### config.mk
export PLATFORM = sky130hd
export DESIGN_NAME = seg_scan_driver
export DESIGN_NICKNAME = d
export VERILOG_FILES = /design/src/rtl/seg_scan_driver.sv
export SDC_FILE = /design/constraint.sdc
export NUM_CORES = 1
export LEC_CHECK = 0
export CORE_MARGIN = 4
export CORE_UTILIZATION = 40
export DETAILED_ROUTE_END_ITERATION = 10
export HOLD_SLACK_MARGIN = 0.08
export SKIP_LAST_GASP = 1
export SYNTH_ARGS = -nofsm -noshare
export SYNTH_HDL_FRONTEND = slang
export SYNTH_SLANG_ARGS = --single-unit
### constraint.sdc
create_clock -name clk -period 3.8 [get_ports clk]
set_input_delay 0.57 -clock clk [delete_from_list [all_inputs] [get_ports clk]]
set_output_delay 0.57 -clock clk [all_outputs]
set_load 0.02 [all_outputs]
### src/rtl/seg_scan_driver.sv
// Binary-to-BCD converter (double dabble) feeding a multiplexed 5-digit 7-segment scanner.
// Optional leading-zero blanking is enabled by defining LEADING_ZERO_BLANK_EN.
module seg_scan_driver #(
    parameter int SCAN_DIV = 1000
) (
    input  logic        clk,
    input  logic        rst,
    input  logic [15:0] value,
    input  logic        load,
    output logic        busy,
    output logic        done,
    output logic [19:0] bcd,
    output logic [6:0]  seg,
    output logic [4:0]  an
);

    typedef enum logic [1:0] {
        IDLE = 2'd0,
        CONV = 2'd1,
        DONE = 2'd2
    } state_t;

    localparam logic [15:0] DIV_MAX = 16'(SCAN_DIV - 1);

    state_t      state_r;
    logic [15:0] shift_r;
    logic [19:0] scratch_r;
    logic [4:0]  bit_cnt_r;
    logic [15:0] presc_r;
    logic [2:0]  idx_r;
    logic [19:0] adj_s;
    logic [3:0]  digit_s;
    logic [6:0]  seg_next_s;

    function automatic logic [19:0] dabble_adjust(input logic [19:0] s);
        logic [19:0] r;
        logic [3:0]  nib;
        r = 20'd0;
        for (int i = 0; i < 5; i++) begin
            nib = s[4*i +: 4];
            if (nib >= 4'd5) begin
                r[4*i +: 4] = nib + 4'd3;
            end else begin
                r[4*i +: 4] = nib;
            end
        end
        return r;
    endfunction

    function automatic logic [6:0] seg_decode(input logic [3:0] d);
        logic [6:0] r;
        case (d)
            4'd0:    r = 7'h3F;
            4'd1:    r = 7'h06;
            4'd2:    r = 7'h5B;
            4'd3:    r = 7'h4F;
            4'd4:    r = 7'h66;
            4'd5:    r = 7'h6D;
            4'd6:    r = 7'h7D;
            4'd7:    r = 7'h07;
            4'd8:    r = 7'h7F;
            4'd9:    r = 7'h6F;
            default: r = 7'h00;
        endcase
        return r;
    endfunction

    function automatic logic [3:0] digit_of(input logic [19:0] b, input logic [2:0] i);
        logic [3:0] r;
        case (i)
            3'd0:    r = b[3:0];
            3'd1:    r = b[7:4];
            3'd2:    r = b[11:8];
            3'd3:    r = b[15:12];
            3'd4:    r = b[19:16];
            default: r = 4'd0;
        endcase
        return r;
    endfunction

    function automatic logic [4:0] one_hot(input logic [2:0] i);
        logic [4:0] r;
        case (i)
            3'd0:    r = 5'b00001;
            3'd1:    r = 5'b00010;
            3'd2:    r = 5'b00100;
            3'd3:    r = 5'b01000;
            3'd4:    r = 5'b10000;
            default: r = 5'b00001;
        endcase
        return r;
    endfunction

`ifdef LEADING_ZERO_BLANK_EN
    // Digit i is blank when it and every higher digit are zero; digit 0 always shows.
    function automatic logic digit_blank(input logic [19:0] b, input logic [2:0] i);
        logic r;
        case (i)
            3'd1:    r = (b[19:4] == 16'd0);
            3'd2:    r = (b[19:8] == 12'd0);
            3'd3:    r = (b[19:12] == 8'd0);
            3'd4:    r = (b[19:16] == 4'd0);
            default: r = 1'b0;
        endcase
        return r;
    endfunction
`endif

    // Nibble correction applied before each shift of the conversion.
    always_comb begin
        adj_s = dabble_adjust(scratch_r);
    end

    // Segment pattern for the digit currently selected by the scan index.
    always_comb begin
        digit_s = digit_of(bcd, idx_r);
`ifdef LEADING_ZERO_BLANK_EN
        if (digit_blank(bcd, idx_r)) begin
            seg_next_s = 7'h00;
        end else begin
            seg_next_s = seg_decode(digit_s);
        end
`else
        seg_next_s = seg_decode(digit_s);
`endif
    end

    // Conversion FSM; bcd only changes in DONE so the display never sees partial results.
    always_ff @(posedge clk or posedge rst) begin
        if (rst) begin
            state_r   <= IDLE;
            busy      <= 1'b0;
            done      <= 1'b0;
            bcd       <= 20'd0;
            shift_r   <= 16'd0;
            scratch_r <= 20'd0;
            bit_cnt_r <= 5'd0;
        end else begin
            done <= 1'b0;
            case (state_r)
                IDLE: begin
                    if (load) begin
                        shift_r   <= value;
                        scratch_r <= 20'd0;
                        bit_cnt_r <= 5'd0;
                        busy      <= 1'b1;
                        state_r   <= CONV;
                    end else begin
                        busy <= 1'b0;
                    end
                end
                CONV: begin
                    scratch_r <= {adj_s[18:0], shift_r[15]};
                    shift_r   <= {shift_r[14:0], 1'b0};
                    bit_cnt_r <= bit_cnt_r + 5'd1;
                    if (bit_cnt_r == 5'd15) begin
                        state_r <= DONE;
                    end else begin
                        state_r <= CONV;
                    end
                end
                DONE: begin
                    bcd     <= scratch_r;
                    done    <= 1'b1;
                    busy    <= 1'b0;
                    state_r <= IDLE;
                end
                default: begin
                    busy    <= 1'b0;
                    state_r <= IDLE;
                end
            endcase
        end
    end

    // Scan prescaler and digit index, free-running regardless of conversions.
    always_ff @(posedge clk or posedge rst) begin
        if (rst) begin
            presc_r <= 16'd0;
            idx_r   <= 3'd0;
        end else if (presc_r >= DIV_MAX) begin
            presc_r <= 16'd0;
            if (idx_r >= 3'd4) begin
                idx_r <= 3'd0;
            end else begin
                idx_r <= idx_r + 3'd1;
            end
        end else begin
            presc_r <= presc_r + 16'd1;
        end
    end

    // Registered digit enable and segment outputs, updated together.
    always_ff @(posedge clk or posedge rst) begin
        if (rst) begin
            an  <= 5'b00001;
            seg <= 7'h3F;
        end else begin
            an  <= one_hot(idx_r);
            seg <= seg_next_s;
        end
    end

endmodule

Word-level counts from Yosys, hierarchy flattened
Memory sizes are Yosys's and may differ from the RTL's. A register that Yosys moved wholly into a read port is not among the register bits.
Index checks and enable logic that the tools add are counted.
{"block": "totals", "word_cells": 59, "n_memories": 1, "regBits": 89, "mem_bits_ro": 112, "inputBits": 19}
{"block": "classes", "magnitude_cmp": 7, "addsub": 8, "mux": 21, "n_eq_ne": 8, "n_reduce_logical": 4}
{"name": "(name not given)", "words": 16, "word_bits": 7, "read_ports": 1, "rd_clocked_by_memory_dff": 1, "wr": 0, "line_no": "52", "rtl": "case (d)"}
{"op": "20-bit case mux with 2 select lines", "count": 1}
{"op": "16-bit two-way mux", "count": 2}
{"op": "16-bit case mux with 2 select lines", "count": 1}
{"op": "4-bit by 3-bit >= comparator with 1-bit output, second input constant", "count": 5}
{"op": "20-bit two-way mux", "count": 1}
{"op": "4-bit case mux with 5 select lines", "count": 1}
{"op": "5-bit case mux with 4 select lines", "count": 1}
{"op": "16-bit by 1-bit adder with 16-bit output, second input constant", "count": 1}
{"op": "4-bit by 2-bit adder with 4-bit output, second input constant", "count": 4}
{"op": "16-bit by 10-bit >= comparator with 1-bit output, second input constant", "count": 1}
{"op": "4-bit two-way mux", "count": 4}
{"op": "5-bit case mux with 2 select lines", "count": 1}
{"op": "3-bit by 2-bit == test with 1-bit output, second input constant", "count": 2}
{"op": "3-bit two-way mux", "count": 2}
{"op": "5-bit by 1-bit adder with 5-bit output, second input constant", "count": 1}
{"op": "5-bit by 4-bit == test with 1-bit output, second input constant", "count": 1}
{"op": "5-bit two-way mux", "count": 1}
{"op": "2-bit two-way mux", "count": 2}
{"op": "2-bit case mux with 2 select lines", "count": 1}
{"op": "3-bit by 1-bit adder with 3-bit output, second input constant", "count": 1}
{"op": "3-bit by 2-bit adder with 3-bit output, second input constant", "count": 1}
{"op": "3-bit by 1-bit == test with 1-bit output, second input constant", "count": 1}
{"op": "3-bit == test, second input constant", "count": 1}
{"op": "3-bit >= comparator, second input constant", "count": 1}
{"op": "9 further kinds", "count": 10}

Depth between registers and ports, before layout
{"block": "depth", "depth_word": 3, "mapped_depth": 10, "mapped_depth_nobuf": 10}

Worst setup path before layout
No wires, ideal clock.
{"block": "synth_timing", "kind": "register to register", "start": "register idx_r[0]", "end": "register seg[3]", "path_stages_with_launch": 10, "path_slack_ns": 1.557, "period_less_slack_ns": 2.243, "setup_time_ns": 0.073, "t_arrival_ns": 2.170, "cell_sequence": "dfrtp_1 > inv_1 > ha_1 > and2_1 > buf_2 > a21oi_1 > inv_1 > ha_1 > mux2_1 > o21ai_1"}
{"block": "synth_via", "elab_chain_cells": 2, "elab_cells_between_ends": 6, "classes_between": "eq/ne (4); mux (1); reduce/logical (1)"}
{"element": "from (decl)", "line_no": "30", "rtl": "logic [2:0] idx_r;"}
{"element": "from (signal assigned)", "line_no": "186", "rtl": "idx_r <= idx_r + 3'd1;"}
{"element": "3-bit == test, or another cell as far along", "line_no": "70", "rtl": "case (i)"}
{"element": "4-bit case mux with 5 select lines *", "line_no": "70"}
{"element": "to (decl)", "line_no": "13", "rtl": "output logic [6:0] seg,"}
Every way passes the cells marked *; elsewhere a longest branch is shown, timed or not.
A chain may end at the register's enable or synchronous reset.

Final worst setup path
{"block": "layout_timing", "start": "register idx_r[0]", "end": "register seg[6]"}
Same word-level chain as after synthesis.

==> impl_metrics.csv <==
group,metric,value,unit
outcome,status,"completed",
cts,ctsResizeCount,0,
sta,fin_crit,2.514,ns
critical_path,cp_common_cell,"ha_1",
power,irDropWorstVdd,0.3090,mV
critical_path,critical_path_class,"flip-flop to flip-flop",
cells_and_area,fillCellCount,1025,
sta,rsz0062_at_grt,"no",
sta,clock.fmax,397.8,MHz
die,die-width,114.2,microns
cts,cts_made_buffers,9,
grt,grt_max_degree,51,
sta,slew_viol_final,0,
critical_path,critPathTopFamily,"compound AO/OA/AOI/OAI gates",
cts,cts_tree,"yes",
synthesis,async_flop_share,100.0,%
sta,fin_tns_setup,0,ns
power,p_leak,2.471,nW
critical_path,crit_path_start_kind,"flip-flop",
cells_and_area,antenna_cells,0,
critical_path,crit_arrival,2.76,ns
synthesis,synth_seq_area_share,53.44,%
grt,antenna_found_initial,0,
cts,post_cts_buffers,0,
grt,grt_usage,15.16,%
synthesis,synth_edf_count,0,
cells_and_area,drive_gt1_share,10.63,%
route,drtIter0Drc,128,
cts,cts_buffer_depth,2,
cts,cts_hold_buffers,0,
critical_path,cp.depth,9,
min_path,hold_class,"flip-flop to flip-flop",
synthesis,yosys_warnings,0,
cts,clk_latency,0.33,ns
route,num_vias,3184,
critical_path,crit_chain,"ha_1 -> a22o_1 -> a221oi_1 -> a2bb2oi_2 -> inv_1 -> ha_1 -> a21oi_1 -> o21ai_0 -> a211oi_1",
grt,gr-total-overflow,0,
critical_path,crit_path_end_kind,"flip-flop",
synthesis,yosys_most_used_dff,"dfrtp_1",
cts,clock-sinks,96,
critical_path,slowest_stage,"dfrtp_1",
route,via_per_inst,5.135,
power,powerDensity,710.5,nW/um^2
die,rows,38,
synthesis,postSynthCellCount,424,
synthesis,synthesis.area,4512,sq um
placed_design,dp_slack,1.284,ns
critical_path,path_buf_inv,1,
critical_path,worstPathRequired,4.04,ns
run,drv_cap,0,
cts,cts.clk_slew.worst_paths,0.07,ns
power,p_total,3.902,mW
sta,hold_ws,0.4705,ns
synthesis,synth-seq-cells,96,
sta,skew,0.005379,ns
route,drc,0,
cells_and_area,nets,518,
cells_and_area,syn_to_final_growth,21.71,%
synthesis,syn_area_per_cell,10.64,sq um
cells_and_area,final_util,50.22,%
sta,setup_viol,0,
placed_design,place_hpwl,6.205,mm
die,core_area,10940,sq um
placed_design,place_congestion,0.7758,
route,wl_per_cell,14.77,microns
critical_path,rr_worst_depth,9,
die,pin_count,53,
sta,finalCritPeriodShare,66.15,%
sta,maxSlewHeadroom,28.56,%
placed_design,io_buffer_count,52,
cts,root_buffer,"clkbuf_16",
route,wirelength,9.155,mm
sta,hold_viol,0,
route,drtPass1Iterations,5,
critical_path,slowest_delay,0.42,ns
critical_path,cp_max_fo,6,
route,ant_nets,0,
cts,h-tree-depth,3,
min_path,holdPathStages,2,
die,start_util,41.26,%
die,die_h,114.2,microns
grt,grt_pass1_wl,15.91,mm
sta,setup_ws,1.286,ns
synthesis,yosysUniqueCellTypes,39,
sta,worst_pin_slew,1.067,ns
grt,grt_pass1_vias,3188,
die,dieArea,13040,sq um
## per-layer routing
layer	track usage [%]	vias up	wire (microns)
met5	0	-	0
met4	4.751	0	167
met3	3.436	12	251
met2	23.65	49	4152
met1	21.09	1562	4583
li1	-	1561	-
## flip-flops by register name (all words and copies together), names as in the netlist
name,cells
an,5
bcd,20
presc_r,16
seg,7
bit_cnt_r,5
scratch_r,20
done,1
busy,1
idx_r,3
shift_r,16
state_r,2
## metrics by stage
step,instances,area (sq um)
after global placement,605,5189
after floorplan,429,4531
final,620,5492
after detailed placement,605,5189
after CTS,620,5492
after global routing,620,5492
## placed cells by master, fill, tap and decap left out, types with 4 or more instances in the layout
cell / n
dfrtp_1: 89
and2_1: 17
nor2b_1: 5
dfstp_2: 7
mux2_2: 22
o21ai_1: 5
o21ai_0: 41
a21oi_1: 19
mux2i_1: 4
ha_1: 23
and3_1: 5
xnor2_1: 9
nor2_1: 23
a22o_1: 5
clkdlybuf4s50_1: 52
a31oi_1: 15
conb_1: 6
xor2_1: 6
clkbuf_16: 9
nand2_1: 39
nor3_1: 6
nand2b_1: 7
nand3_1: 13
inv_1: 20
## synthesized netlist by cell type, types with 2 or more instances
| library cell | instances | area [sq um] |
|---|---|---|
| a21oi_1 | 19 | 95.09 |
| a221oi_1 | 2 | 17.52 |
| a22o_1 | 5 | 43.79 |
| a22oi_1 | 3 | 22.52 |
| a31oi_1 | 15 | 93.84 |
| and2_1 | 17 | 106.4 |
| and3_1 | 5 | 31.28 |
| buf_2 | 4 | 20.02 |
| clkbuf_1 | 14 | 52.55 |
| dfrtp_1 | 89 | 2227 |
| dfstp_2 | 7 | 183.9 |
| ha_1 | 23 | 287.8 |
| inv_1 | 21 | 78.83 |
| mux2_1 | 2 | 22.52 |
| mux2_2 | 22 | 247.7 |
| mux2i_1 | 4 | 40.04 |
| nand2_1 | 39 | 146.4 |
| nand2b_1 | 7 | 43.79 |
| nand3_1 | 13 | 65.06 |
| nor2_1 | 23 | 86.33 |
| nor2b_1 | 6 | 37.54 |
| nor3_1 | 6 | 30.03 |
| nor3b_1 | 2 | 15.01 |
| nor4_1 | 2 | 12.51 |
| o21ai_0 | 41 | 205.2 |
| o21ai_1 | 5 | 25.02 |
| o31ai_1 | 3 | 22.52 |
| xnor2_1 | 9 | 78.83 |
| xor2_1 | 6 | 52.55 |
## kinds of logic after synthesis
| group | Yosys count | synth area share, % |
|---|---|---|
| XOR/XNOR | 15 | 2.912 |
| buffers and inverters | 40 | 3.439 |
| multiplexers | 28 | 6.877 |
| AND/OR/NAND/NOR | 120 | 12.73 |
| adder cells (fa/ha/maj) | 23 | 6.378 |
| flip-flops | 96 | 53.44 |
| AO/OA/AOI/OAI | 101 | 14.14 |
| other | 1 | 0.08311 |
## tightest hold or removal path: cells and delay by family, from the launching register on
kind / cells / cell delay (ns)
DFF: 1 / 0.34
AOI/OAI and AO/OA: 1 / 0.06
and+or+nand+nor: 1 / 0.04
## path summary, 6_finish.rpt
path	slack [ns]	start	endpoint
max	1.29	idx_r[0]	seg[6]
min	0.47	shift_r[13]	shift_r[13]
max reg2reg	1.29	idx_r[0]	seg[6]
min reg2reg	0.47	shift_r[13]	shift_r[13]
max in group asynchronous	2.37	rst	bcd[15]
min in group asynchronous	0.70	rst	presc_r[7]
## cell type report
cell class | instances | area (sq um) | share of cell area (%)
timing repair buffer | 54 | 548.0 | 9.979
multi-input combinational | 293 | 1971 | 35.89
clock buffer | 11 | 232.7 | 4.238
inverter | 22 | 83.83 | 1.527
tap | 140 | 175.2 | 3.190
sequential | 96 | 2411 | 43.91
clock inverter | 4 | 70.07 | 1.276
## report_power, final
group	total, mW	leakage, nW	internal [mW]	switching, mW
Clock	0.939	0.149	0.571	0.367
Combinational	1.34	1.08	0.623	0.720
Sequential	1.62	1.24	1.32	0.297
Note: power is estimated with default switching activity, not from simulation.
